===== src/rtl/cpu_step_core_if.sv =====
// Debug-panel bus between the front-panel controller (master) and cpu_step_core (slave).
// Optional macro CPU_FREE_RUN_EN adds the run request line.
interface cpu_step_core_if;
   localparam int unsigned IW = 16;
   localparam int unsigned AW = 8;
   localparam int unsigned RW = 40;

   logic          start;
   logic [IW-1:0] im_data;
   logic [AW-1:0] im_addr;
   logic [AW-1:0] pc;
   logic [IW-1:0] ir;
   logic [RW-1:0] rf_data;
   logic          busy;
   logic          halted;
`ifdef CPU_FREE_RUN_EN
   logic          run;

   modport master (output start, output run, output im_data,
                   input im_addr, input pc, input ir, input rf_data, input busy, input halted);
   modport slave  (input start, input run, input im_data,
                   output im_addr, output pc, output ir, output rf_data, output busy, output halted);
`else
   modport master (output start, output im_data,
                   input im_addr, input pc, input ir, input rf_data, input busy, input halted);
   modport slave  (input start, input im_data,
                   output im_addr, output pc, output ir, output rf_data, output busy, output halted);
`endif
endinterface


===== src/rtl/cpu_step_core.sv =====
// Single-step CPU core: one start pulse runs FETCH/DECODE/EXEC/WB for one instruction.
// Optional macro CPU_FREE_RUN_EN: while run=1, WB chains straight into the next FETCH.
module cpu_step_core #(
   parameter logic [7:0] RST_PC = 8'h00
) (
   input logic            clk,
   input logic            rst,
   cpu_step_core_if.slave bus
);
   localparam int unsigned DW   = 8;
   localparam int unsigned IW   = 16;
   localparam int unsigned NREG = 5;

   localparam logic [3:0] OP_LDI = 4'h1;
   localparam logic [3:0] OP_ADD = 4'h2;
   localparam logic [3:0] OP_SUB = 4'h3;
   localparam logic [3:0] OP_AND = 4'h4;
   localparam logic [3:0] OP_OR  = 4'h5;
   localparam logic [3:0] OP_JMP = 4'h6;
   localparam logic [3:0] OP_JZ  = 4'h7;
   localparam logic [3:0] OP_HLT = 4'hF;

   typedef enum logic [2:0] {
      S_IDLE, S_FETCH, S_DECODE, S_EXEC, S_WB, S_HALT
   } state_e;

   state_e                   state_q, state_d;
   logic [DW-1:0]            pc_q, pc_d;
   logic [IW-1:0]            ir_q, ir_d;
   logic [NREG-1:0][DW-1:0]  rf_q, rf_d;
   logic [DW-1:0]            a_q, a_d, b_q, b_d, imm_q, imm_d;
   logic [DW-1:0]            res_q, res_d, npc_q, npc_d;
   logic                     busy_q, busy_d, halted_q, halted_d;
   logic                     run_c;

   logic [3:0] op;
   logic [2:0] rd, rs, rt;
   assign op = ir_q[15:12];
   assign rd = ir_q[11:9];
   assign rs = ir_q[8:6];
   assign rt = ir_q[5:3];

`ifdef CPU_FREE_RUN_EN
   assign run_c = bus.run;
`else
   assign run_c = 1'b0;
`endif

   // Register read with R5..R7 reading as zero.
   function automatic logic [DW-1:0] rd_reg(input logic [NREG-1:0][DW-1:0] rf,
                                             input logic [2:0] idx);
      logic [DW-1:0] v;
      v = '0;
      for (int i = 0; i < int'(NREG); i++)
         if (idx == 3'(i)) v = rf[i];
      return v;
   endfunction

   always_ff @(posedge clk or posedge rst) begin
      if (rst) begin
         state_q  <= S_IDLE;
         pc_q     <= RST_PC;
         ir_q     <= '0;
         rf_q     <= '0;
         a_q      <= '0;
         b_q      <= '0;
         imm_q    <= '0;
         res_q    <= '0;
         npc_q    <= '0;
         busy_q   <= 1'b0;
         halted_q <= 1'b0;
      end else begin
         state_q  <= state_d;
         pc_q     <= pc_d;
         ir_q     <= ir_d;
         rf_q     <= rf_d;
         a_q      <= a_d;
         b_q      <= b_d;
         imm_q    <= imm_d;
         res_q    <= res_d;
         npc_q    <= npc_d;
         busy_q   <= busy_d;
         halted_q <= halted_d;
      end
   end

   always_comb begin
      state_d = state_q;
      pc_d    = pc_q;
      ir_d    = ir_q;
      rf_d    = rf_q;
      a_d     = a_q;
      b_d     = b_q;
      imm_d   = imm_q;
      res_d   = res_q;
      npc_d   = npc_q;
      case (state_q)
         S_IDLE:  if (bus.start) state_d = S_FETCH;
         S_FETCH: begin
            ir_d    = bus.im_data;
            state_d = S_DECODE;
         end
         S_DECODE: begin
            // JZ tests R[rd], so operand A comes from the rd field for it.
            a_d     = (op == OP_JZ) ? rd_reg(rf_q, rd) : rd_reg(rf_q, rs);
            b_d     = rd_reg(rf_q, rt);
            imm_d   = ir_q[7:0];
            state_d = S_EXEC;
         end
         S_EXEC: begin
            res_d = '0;
            npc_d = pc_q + 8'd1;
            case (op)
               OP_LDI:  res_d = imm_q;
               OP_ADD:  res_d = a_q + b_q;
               OP_SUB:  res_d = a_q - b_q;
               OP_AND:  res_d = a_q & b_q;
               OP_OR:   res_d = a_q | b_q;
               OP_JMP:  npc_d = imm_q;
               OP_JZ:   if (a_q == '0) npc_d = imm_q;
               OP_HLT:  npc_d = pc_q;
               default: ;
            endcase
            state_d = S_WB;
         end
         S_WB: begin
            pc_d = npc_q;
            if (op >= OP_LDI && op <= OP_OR)
               for (int i = 0; i < int'(NREG); i++)
                  if (rd == 3'(i)) rf_d[i] = res_q;
            if (op == OP_HLT)  state_d = S_HALT;
            else if (run_c)    state_d = S_FETCH;
            else               state_d = S_IDLE;
         end
         S_HALT:  ;
         default: state_d = S_IDLE;
      endcase
      busy_d   = (state_d == S_FETCH) || (state_d == S_DECODE) ||
                 (state_d == S_EXEC)  || (state_d == S_WB);
      halted_d = (state_d == S_HALT);
   end

   assign bus.im_addr = pc_q;
   assign bus.pc      = pc_q;
   assign bus.ir      = ir_q;
   assign bus.rf_data = rf_q;
   assign bus.busy    = busy_q;
   assign bus.halted  = halted_q;
endmodule


===== src/flat_wrapper.sv =====
// flat-port wrapper written by rule: the top's interface ports become plain ports
module cpu_step_core_flat 
#(
   parameter logic [7:0] RST_PC = 8'h00
)
  (clk, rst, bus_start, bus_im_data, bus_im_addr, bus_pc, bus_ir, bus_rf_data, bus_busy, bus_halted);
  cpu_step_core_if bus_i ();
  input logic clk;
  input logic rst;
  input wire logic [$bits(bus_i.start)-1:0] bus_start;
  input wire logic [$bits(bus_i.im_data)-1:0] bus_im_data;
  output wire logic [$bits(bus_i.im_addr)-1:0] bus_im_addr;
  output wire logic [$bits(bus_i.pc)-1:0] bus_pc;
  output wire logic [$bits(bus_i.ir)-1:0] bus_ir;
  output wire logic [$bits(bus_i.rf_data)-1:0] bus_rf_data;
  output wire logic [$bits(bus_i.busy)-1:0] bus_busy;
  output wire logic [$bits(bus_i.halted)-1:0] bus_halted;
  assign bus_i.start = bus_start;
  assign bus_i.im_data = bus_im_data;
  assign bus_im_addr = bus_i.im_addr;
  assign bus_pc = bus_i.pc;
  assign bus_ir = bus_i.ir;
  assign bus_rf_data = bus_i.rf_data;
  assign bus_busy = bus_i.busy;
  assign bus_halted = bus_i.halted;
  cpu_step_core #(.RST_PC(RST_PC)) u_core (.clk(clk), .rst(rst), .bus(bus_i));
endmodule

===== config.mk =====
export PLATFORM = sky130hd
export DESIGN_NAME = cpu_step_core_flat
export DESIGN_NICKNAME = d
export VERILOG_FILES = /design/src/rtl/cpu_step_core_if.sv /design/src/rtl/cpu_step_core.sv /design/src/flat_wrapper.sv
export SDC_FILE = /design/constraint.sdc
export NUM_CORES = 1
export LEC_CHECK = 0
export BUFFER_PORTS_ARGS = -buffer_cell sky130_fd_sc_hd__buf_2
export CORE_ASPECT_RATIO = 2
export CORE_UTILIZATION = 35
export CTS_BUF_LIST = sky130_fd_sc_hd__clkbuf_16
export DETAILED_ROUTE_END_ITERATION = 12
export GPL_ROUTABILITY_DRIVEN = 0
export PLACE_DENSITY = 0.59
export SYNTH_ARGS = -nofsm -noshare
export SYNTH_HDL_FRONTEND = slang
export SYNTH_SLANG_ARGS = --single-unit

===== constraint.sdc =====
create_clock -name clk -period 5.15 [get_ports clk]
set_input_delay 0.515 -clock clk [delete_from_list [all_inputs] [get_ports clk]]
set_output_delay 0.515 -clock clk [all_outputs]
set_load 0.005 [all_outputs]

# [Word level (Yosys, flattened, before mapping)]
# Cells that the tools add are included.
# Widths: inputs -> output; s select.
[totals] ff_bits=109 latch_bits=0 mem_bits_rw=0 rom_bits=0 in_bits=19 out_inout_bits=74 word_cells=88 n_memories=0
[op_classes] n_addsub=3 mul=0 n_div=0 magnitude_cmp=2 n_eq_ne=30 shift=0 muxes=22 bitwise_logic=2 n_reduce_logical=14
[ops] op="$mux 8" n=17
[ops] op="$pmux 8 s5" n=1
[ops] op="$eq 3x2->1 const B" n=10
[ops] op="$pmux 8 s3" n=1
[ops] op="$eq 3x3->1 const B" n=7
[ops] op="$pmux 3 s6" n=1
[ops] op="$eq 4x3->1 const B" n=4
[ops] op="$eq 3x1->1 const B" n=5
[ops] op="$reduce_and 3->1" n=5
[ops] op="$logic_not 3->1" n=4
[ops] op="$add 8x1->8 const B" n=1
[ops] op="$add 8x8->8" n=1
[ops] op="$and 8x8->8" n=1
[ops] op="$eq 4x2->1 const B" n=2
[ops] op="$logic_not 8->1" n=1
[ops] op="$or 8x8->8" n=1
[ops] op="$sub 8x8->8" n=1
[ops] op="$mux 3" n=2
[ops] op="$eq 4x1->1 const B" n=1
[ops] op="$eq 4x4->1 const B" n=1
[ops] op="$ge 4x1->1 const B" n=1
[ops] op="$le 4x3->1 const B" n=1
[ops] op="$logic_or 1x1->1" n=3
[ops] op="$logic_and 1x1->1" n=1

# [Depth between registers and ports, before layout]
# Gate-level depths: netlist of the first run.
[logic_depth] ltp_word=7 ltp_mapped=11 mapped_depth_nobuf=10

# [Worst setup path before layout of the first run]
# OpenSTA, ideal clock, no wires.
[synth_timing] kind="register to register" startpoint="register u_core.ir_q[15] (netlist: u_core.bus.ir[15])" endpoint="register u_core.res_q[5]" arrival_ns=2.772 required_ns=5.068 slack_ns=2.296 path_stages_with_launch=12 synth_period_minus_slack_ns=2.854 path_cell_list="dfrtp_1 -> clkbuf_1 -> nor4bb_1 -> clkbuf_1 -> mux2_2 -> inv_1 -> ha_1 -> nand2b_1 -> a21oi_1 -> or4b_2 -> a21o_1 -> a31oi_1"
[synth_via] elab_chain_len=2
[synth_rtl] item="start, declared" line_no="cpu_step_core.sv:29" source="logic [IW-1:0] ir_q, ir_d;"
[synth_rtl] item="start signal, assigned" line_no="cpu_step_core.sv:75" source="ir_q <= ir_d;"
[synth_rtl] item="$eq 4x3->1, or another cell as far along" line_no="cpu_step_core.sv:113" source="case (op)"
[synth_rtl] item="$pmux 8 s5 (*)" line_no="cpu_step_core.sv:113"
[synth_rtl] item="end signal, assigned" line_no="cpu_step_core.sv:80" source="res_q <= res_d;"
[synth_rtl] item="end, declared" line_no="cpu_step_core.sv:32" source="logic [DW-1:0] res_q, res_d, npc_q, npc_d;"
# Every way passes the cells marked *; elsewhere a longest branch is shown, timed or not.
# A chain may end at the register's enable or synchronous reset.

# [Final worst setup path of the first run]
[layout_timing] startpoint="register u_core.ir_q[12] (netlist: u_core.bus.ir[12])" endpoint="register u_core.res_q[5]"
# Same word-level chain as after synthesis.

==> summary.txt, run 1 <==
Run status
  • Run status: completed

Synth
  • Average instance area after synthesis: 11.4 um^2
  • Cells after Synth: 538
  • Number of synthesis warnings: 0
  • Number of synthesized flops with an enable pin: 0
  • Combined area of all synthesized cells: 6130 um^2
  • Sequential fraction of the synthesis area: 44.5%
  • Most instantiated library cell after synthesis: sky130_fd_sc_hd__dfrtp_1
  • Largest area contributor in the netlist: sky130_fd_sc_hd__dfrtp_1
  • Most area-consuming cells after synthesis: sky130_fd_sc_hd__dfrtp_1, sky130_fd_sc_hd__mux2_2, sky130_fd_sc_hd__mux4_2, sky130_fd_sc_hd__a221oi_1, sky130_fd_sc_hd__nor2_1
  • Post-synth cell types: 61
  • Post-synthesis net count: 569
  • Share of the synthesized area in the top cell type: 44.5%
  • Commonest register cell after synthesis: sky130_fd_sc_hd__dfrtp_1
  • Leading post-synthesis cells by instance count: sky130_fd_sc_hd__dfrtp_1, sky130_fd_sc_hd__mux2_2, sky130_fd_sc_hd__nor2_1
  • Fraction of registers with async set/reset: 100%
  • Number of synthesized register bits: 109

Floorplanning
  • Initial Util: 35.6%
  • Number of placement rows: 68
  • Die Wd: 95.6 um
  • Standard cell core area: 17200 um^2
  • Count of boundary I/O pins: 93
  • Y dimension of the die: 189 um
  • Area of the die: 18100 um^2

Setup path
  • Kind of end point of the critical path: flop
  • Maximum fanout along the worst path: 19
  • CP required: 5.43 ns
  • Crit Path Class: reg2reg
  • Sort of element at the start of the critical path: flop
  • Endpoint arrival time on the critical path: 3.98 ns

Placed design
  • Port-buffer cells: 92
  • Half-perimeter wire length after detailed placement: 12.8 mm
  • Placed Instances: 803

STA
  • Max Freq: 0.270 GHz
  • Crit share post-route: 71.9%
  • Unrepaired setup endpoints after global routing: false
  • Transition time at the pin with the least slew margin: 1.14 ns
  • Max-slew violation total from the final report: 0
  • Max_slew headroom: 23.2%
  • Setup TNS after final layout: 0 ns
  • Final setup fails: 0
  • Min Clock Period, post-route: 3.70 ns
  • Final hold violation count: 0
  • Clock skew after layout: 0.00624 ns

Clock network
  • # Post-CTS Setup Buffers: 0
  • Clock slew at the register clock pins of the worst setup and hold paths: 0.07 ns
  • Total CTS buffers: 9
  • Clock network latency to the later pin of the worst-skew pair: 0.36 ns
  • Buffer cell driving the clock tree root: sky130_fd_sc_hd__clkbuf_16
  • Number of buffers inserted for hold repair after clock tree synthesis: 0
  • Number of sinks handled by clock tree synthesis: 109
  • Deepest clock path buffer count: 2
  • TritonCTS clock tree: yes
  • Quantity of gates resized following cts: 0
  • H-tree level count: 3

Final layout
  • Share of the core filled with cells: 40.3%
  • Growth of design area from synthesis to finish: 13.2%
  • Finished Layout Cells: 818
  • Final-stage net count: 635
  • Share of layout cells above drive strength 1: 33.7%
  • Count of inserted antenna diode cells: 0

Route
  • Vias per Instance: 5.72
  • Total via count after detailed routing: 4682
  • Count of routing violations after the opening detailed-route iteration: 263
  • Drt total wl: 16.8 mm
  • Wire per inst: 20.6 um
  • Drt first pass iters: 4
  • Final antenna-violating net count: 0
  • Remaining design rule violation count: 0

Run
  • Number of maximum-capacitance constraint violations: 0

Power and ir drop
  • Static leakage power: 0.00325 uW
  • Worst IR Drop VDD: 0.000389 V
  • Total power divided by cell area: 629 nW/um^2

Global route
  • Global-route usage over all layers: 19.8%
  • Global-route wire length before repair: 26.7 mm
  • Vias in the first global route: 4915
  • Initial antenna violation count: 0
  • Total congestion overflow after global routing: 0
  • Pin count of the biggest net entering global routing: 59

Worst hold path
  • Hold crit path type: in2async
[cells by family (layout without fill, tap and decap cells)]
group	after synthesis	after routing	share of synthesized area, %
simple gates	146	146	13.1
mux	91	91	20.4
fa+ha+maj	18	18	3.55
compound gates	108	108	12.5
buf+inv	52	122	3.98
xor+xnor	14	14	2.00
flops	109	109	44.5
[power breakdown]
part	internal [uW]	leakage (uW)	switching, uW	total (uW)
logic	979	0.00173	954	1930
registers	1180	0.00139	633	1810
clock network	316	0.000130	303	619
total	2470	0.00325	1890	4360
[sequential cells by signal (all words and copies together) (netlist names)]
signal / flops
u_core.bus.busy: 1
u_core.state_q: 3
u_core.b_q: 8
u_core.bus.ir: 16
u_core.imm_q: 8
u_core.bus.rf_data: 40
u_core.npc_q: 8
u_core.bus.im_addr: 8
u_core.bus.halted: 1
u_core.res_q: 8
u_core.a_q: 8
[cell usage in the layout, fill, tap and decap left out, types with 5 or more instances in the layout]
master / Yosys / routed
sky130_fd_sc_hd__a31oi_1: 6 / 6
sky130_fd_sc_hd__o31ai_1: 5 / 5
sky130_fd_sc_hd__nor3_1: 8 / 8
sky130_fd_sc_hd__a22oi_1: 6 / 6
sky130_fd_sc_hd__a21oi_1: 28 / 28
sky130_fd_sc_hd__buf_2: 6 / 92
sky130_fd_sc_hd__nand3_1: 7 / 7
sky130_fd_sc_hd__a21o_1: 5 / 5
sky130_fd_sc_hd__mux2i_1: 8 / 8
sky130_fd_sc_hd__nand2b_1: 7 / 7
sky130_fd_sc_hd__o21ai_0: 15 / 15
sky130_fd_sc_hd__mux4_2: 20 / 20
sky130_fd_sc_hd__clkbuf_16: 0 / 9
sky130_fd_sc_hd__dfrtp_1: 109 / 109
sky130_fd_sc_hd__nor2b_1: 7 / 7
sky130_fd_sc_hd__ha_1: 11 / 11
sky130_fd_sc_hd__nand2_1: 41 / 41
sky130_fd_sc_hd__inv_1: 11 / 12
sky130_fd_sc_hd__xnor2_1: 11 / 11
sky130_fd_sc_hd__nor2_1: 42 / 42
sky130_fd_sc_hd__mux2_2: 61 / 61
sky130_fd_sc_hd__a221oi_1: 23 / 23
sky130_fd_sc_hd__maj3_1: 6 / 6
[per-stage QoR]
stage          worst slack [ns]  area, um^2  total power (uW)  hold WS (ns)
3_5_place_dp               1.47        6690              3760         0.486
6_report                   1.45        6930              4360         0.285
3_3_place_gp               1.56        6690              3690         0.474
4_1_cts                    1.47        6930              4380         0.314
2_1_floorplan              1.76        6130              3110         0.461
5_1_grt                    1.24        6930              4680         0.352
[worst max-delay path, stage by stage (launching register included)]
cell and delay [ns]:
sky130_fd_sc_hd__dfrtp_1 0.76, sky130_fd_sc_hd__nor4bb_1 0.97, sky130_fd_sc_hd__mux2_2 0.45, sky130_fd_sc_hd__inv_1 0.07, sky130_fd_sc_hd__ha_1 0.22, sky130_fd_sc_hd__nand2b_1 0.09
sky130_fd_sc_hd__a21oi_1 0.12, sky130_fd_sc_hd__or4b_2 0.64, sky130_fd_sc_hd__a21o_1 0.18, sky130_fd_sc_hd__a31oi_1 0.12
[layout make-up]
class                      instances  area, um^2
inverter                          12        47.5
sequential                       109        2730
clock buffer                       9         225
clock inverter                     6        23.8
multi-input combinational        377        3160
timing repair buffer              95         483
tap                              210         263
fill                            1718       10300
[routing by layer]
metal | global-route usage, % | wire [um] | vias to the layer above
li1 | - | - | 2130
met1 | 19.9 | 5960 | 2384
met2 | 38.2 | 9850 | 136
met3 | 3.01 | 528 | 32
met4 | 9.13 | 508 | 0
met5 | 0 | 0 | -
[worst paths after layout]
| kind | start | to | slack (ns) | cells past startpoint |
|---|---|---|---|---|
| max in group asynchronous | rst | u_core.bus.rf_data[26] | 3.69 | 3 |
| min | rst | u_core.bus.rf_data[24] | 0.28 | 2 |
| min in group clk | bus_im_data[11] | u_core.bus.ir[11] | 0.36 | 3 |
| max reg2reg | u_core.bus.ir[12] | u_core.res_q[5] | 1.45 | 9 |
| max | u_core.bus.ir[12] | u_core.res_q[5] | 1.45 | 9 |
| min reg2reg | u_core.bus.ir[2] | u_core.imm_q[2] | 0.50 | 2 |
No activity file was read; power rests on OpenSTA's default activity.
==> run 2: changes to the inputs <==
--- a/config.mk
+++ b/config.mk
@@ -11,7 +11,7 @@
 export CTS_BUF_LIST = sky130_fd_sc_hd__clkbuf_16
 export DETAILED_ROUTE_END_ITERATION = 12
 export GPL_ROUTABILITY_DRIVEN = 0
-export PLACE_DENSITY = 0.59
+export PLACE_DENSITY = 0.61
 export SYNTH_ARGS = -nofsm -noshare
 export SYNTH_HDL_FRONTEND = slang
 export SYNTH_SLANG_ARGS = --single-unit
==> constraint.sdc (replaced) <==
create_clock -name clk -period 3.4 [get_ports clk]
set_input_delay 0.34 -clock clk [delete_from_list [all_inputs] [get_ports clk]]
set_output_delay 0.34 -clock clk [all_outputs]
set_load 0.005 [all_outputs]
==> run 2 against run 1 <==
  * Clock-buffer cell count stayed put
  * Flip-flop and latch count stayed put
  * First-iteration DRC count is 9.1% lower
  * Core utilization is 0.90 points higher
  * Global-route usage is 0.44 points higher
  * Cell area is 2.2% higher
  * Sequential share of layout area is 0.85 points lower
  * Die area stayed put
  * Worst setup slack worse by 0.89 ns
  * Critical path depth is 1 higher
  * Non-clock buffer count is 9 higher
  * Via count is 1.8% higher
  * Largest power group unchanged
==> summary.txt, run 2 (synthesis results as in run 1) <==
Run status
  • Run status: completed

Route
  • Total via count after detailed routing: 4766
  • Vias per Instance: 5.76
  • Final antenna-violating net count: 0
  • Count of routing violations after the opening detailed-route iteration: 239
  • Drt first pass iters: 5
  • Wire per inst: 20.7 um
  • Remaining design rule violation count: 0
  • Drt total wl: 17.1 mm

Final layout
  • Share of layout cells above drive strength 1: 35.4%
  • Leading cell type in the layout, fill and taps excluded: sky130_fd_sc_hd__dfrtp_1
  • Top library cells by usage in the layout, fill and taps aside: sky130_fd_sc_hd__dfrtp_1, sky130_fd_sc_hd__buf_2, sky130_fd_sc_hd__mux2_2
  • Finished Layout Cells: 828
  • Finished layout cell area: 7090 um^2
  • Flip-flop count of the largest register after layout: 40
  • Growth of design area from synthesis to finish: 15.7%
  • Count of inserted antenna diode cells: 0
  • Number of fill cells: 1694
  • Final-stage net count: 644

STA
  • Max Freq: 0.352 GHz
  • Max-slew violation total from the final report: 0
  • Final hold violation count: 0
  • Final setup fails: 0
  • Transition time at the pin with the least slew margin: 0.943 ns
  • Unrepaired setup endpoints after global routing: false
  • Clock skew after layout: 0.00963 ns
  • Setup TNS after final layout: 0 ns
  • Hold Worst Slack: 0.100 ns
  • Crit share post-route: 83.5%
  • Min Clock Period, post-route: 2.84 ns
  • Max_slew headroom: 36.9%

Placed design
  • Port-buffer cells: 92
  • Placed Instances: 812
  • Placed Instance Area: 6770 um^2
  • Half-perimeter wire length after detailed placement: 13.0 mm

Power and ir drop
  • Cell internal power dissipation: 3980 uW
  • Total power divided by cell area: 976 nW/um^2
  • Switching component of the power: 2930 uW
  • Clk network pwr share: 16.6%
  • Worst IR Drop VDD: 0.000556 V
  • Switching Fraction: 42.4%
  • Portion of total power attributed to sequential cells: 38.2%
  • Static leakage power: 0.00333 uW
  • Combinational share of power: 45.2%

Setup path
  • Endpoint arrival time on the critical path: 3.11 ns
  • Kind of end point of the critical path: flop
  • Slowest library cell on the worst path: sky130_fd_sc_hd__or4b_2
  • R2R cell count: 10
  • Sort of element at the start of the critical path: flop
  • Reg2reg setup slack: 0.56 ns
  • Buffers plus inverters on the worst setup path: 2
  • Crit Path Class: reg2reg
  • CP required: 3.67 ns
  • Cell family contributing the most delay on the critical path: simple AND/OR/NAND/NOR gates
  • List of cells traversed by the critical path: nor4bb_1 -> buf_4 -> mux2_2 -> inv_1 -> ha_1 -> nand2b_1 -> a21oi_1 -> or4b_2 -> a21o_1 -> a31oi_1
  • Worst R2R Start: u_core.bus.ir[15]
  • Critical register-to-register path endpoint: u_core.res_q[5]
  • Maximum fanout along the worst path: 7
  • Maximum single-stage delay on the critical path: 0.63 ns

Floorplanning
  • Initial Util: 35.6%
  • Y dimension of the die: 189 um
  • Number of placement rows: 68
  • Area of the die: 18100 um^2
  • Die Wd: 95.6 um
  • Count of boundary I/O pins: 93
  • Standard cell core area: 17200 um^2

Clock network
  • TritonCTS clock tree: yes
  • Buffer cell driving the clock tree root: sky130_fd_sc_hd__clkbuf_16
  • Clock network latency to the later pin of the worst-skew pair: 0.35 ns
  • Total CTS buffers: 9
  • Number of sinks handled by clock tree synthesis: 109
  • Quantity of gates resized following cts: 0
  • H-tree level count: 3
  • Deepest clock path buffer count: 2
  • Clock slew at the register clock pins of the worst setup and hold paths: 0.08 ns
  • # Post-CTS Setup Buffers: 0
  • Number of buffers inserted for hold repair after clock tree synthesis: 0

Global route
  • Total congestion overflow after global routing: 0
  • Global-route wire length before repair: 27.2 mm
  • Vias in the first global route: 4960
  • Pin count of the biggest net entering global routing: 58
  • Initial antenna violation count: 0
  • Global-route usage over all layers: 20.3%

Worst hold path
  • Hold crit path type: in2async

Run
  • Number of maximum-capacitance constraint violations: 0
run 2: worst max-delay path by stage:
stage                                  from              end  cells after the start  slack, ns
after floorplan                         rst    u_core.a_q[0]                      1       0.19
after detailed placement  u_core.bus.ir[15]  u_core.res_q[5]                     10       0.63
after global placement    u_core.bus.ir[15]  u_core.res_q[5]                     10       0.69
after CTS                 u_core.bus.ir[15]  u_core.res_q[5]                     10       0.59
after global routing      u_core.bus.ir[15]  u_core.res_q[5]                     10       0.47
final                     u_core.bus.ir[15]  u_core.res_q[5]                     10       0.56
run 2: power groups by stage:
stage	logic, uW	clock network (uW)	registers, uW
6_report	3130	1140	2640
5_1_grt	3460	1220	2750
4_1_cts	3130	1170	2650
3_5_place_dp	3110	0	2670
3_3_place_gp	3030	0	2640
2_1_floorplan	2440	0	2270
run 2: layout make-up:
class | instances | area, um^2 | share of cell area (%)
multi-input combinational | 377 | 3160 | 44.6
clock buffer | 9 | 225 | 3.18
tap | 210 | 263 | 3.71
timing repair buffer | 104 | 563 | 7.94
clock inverter | 7 | 97.6 | 1.38
sequential | 109 | 2730 | 38.5
inverter | 12 | 47.5 | 0.671
run 2: through the flow:
step                power [uW]  worst slack (ns)  utilization [%]
global placement          5670             0.687             39.4
detailed placement        5790             0.629             39.4
global route              7430             0.473             41.2
finish                    6910             0.561             41.2
CTS                       6960             0.590             41.2
floorplan                 4710             0.186                -
run 2: metal layers:
metal / vias to the layer above / track usage [%] / wire length, um
li1: 2153 / - / -
met1: 2372 / 20.6 / 5860
met2: 186 / 37.6 / 9800
met3: 55 / 3.25 / 618
met4: 0 / 11.6 / 849
met5: - / 0 / 0
run 2: worst reg2reg max path, delay by kind of cell (launching register included):
kind                       cells  cell delay, ns
AOI/OAI and AO/OA              3            0.44
adders and majority gates      1            0.23
buffers and inverters          2            0.27
DFF                            1            0.38
muxes                          1            0.37
and+or+nand+nor                3            1.06
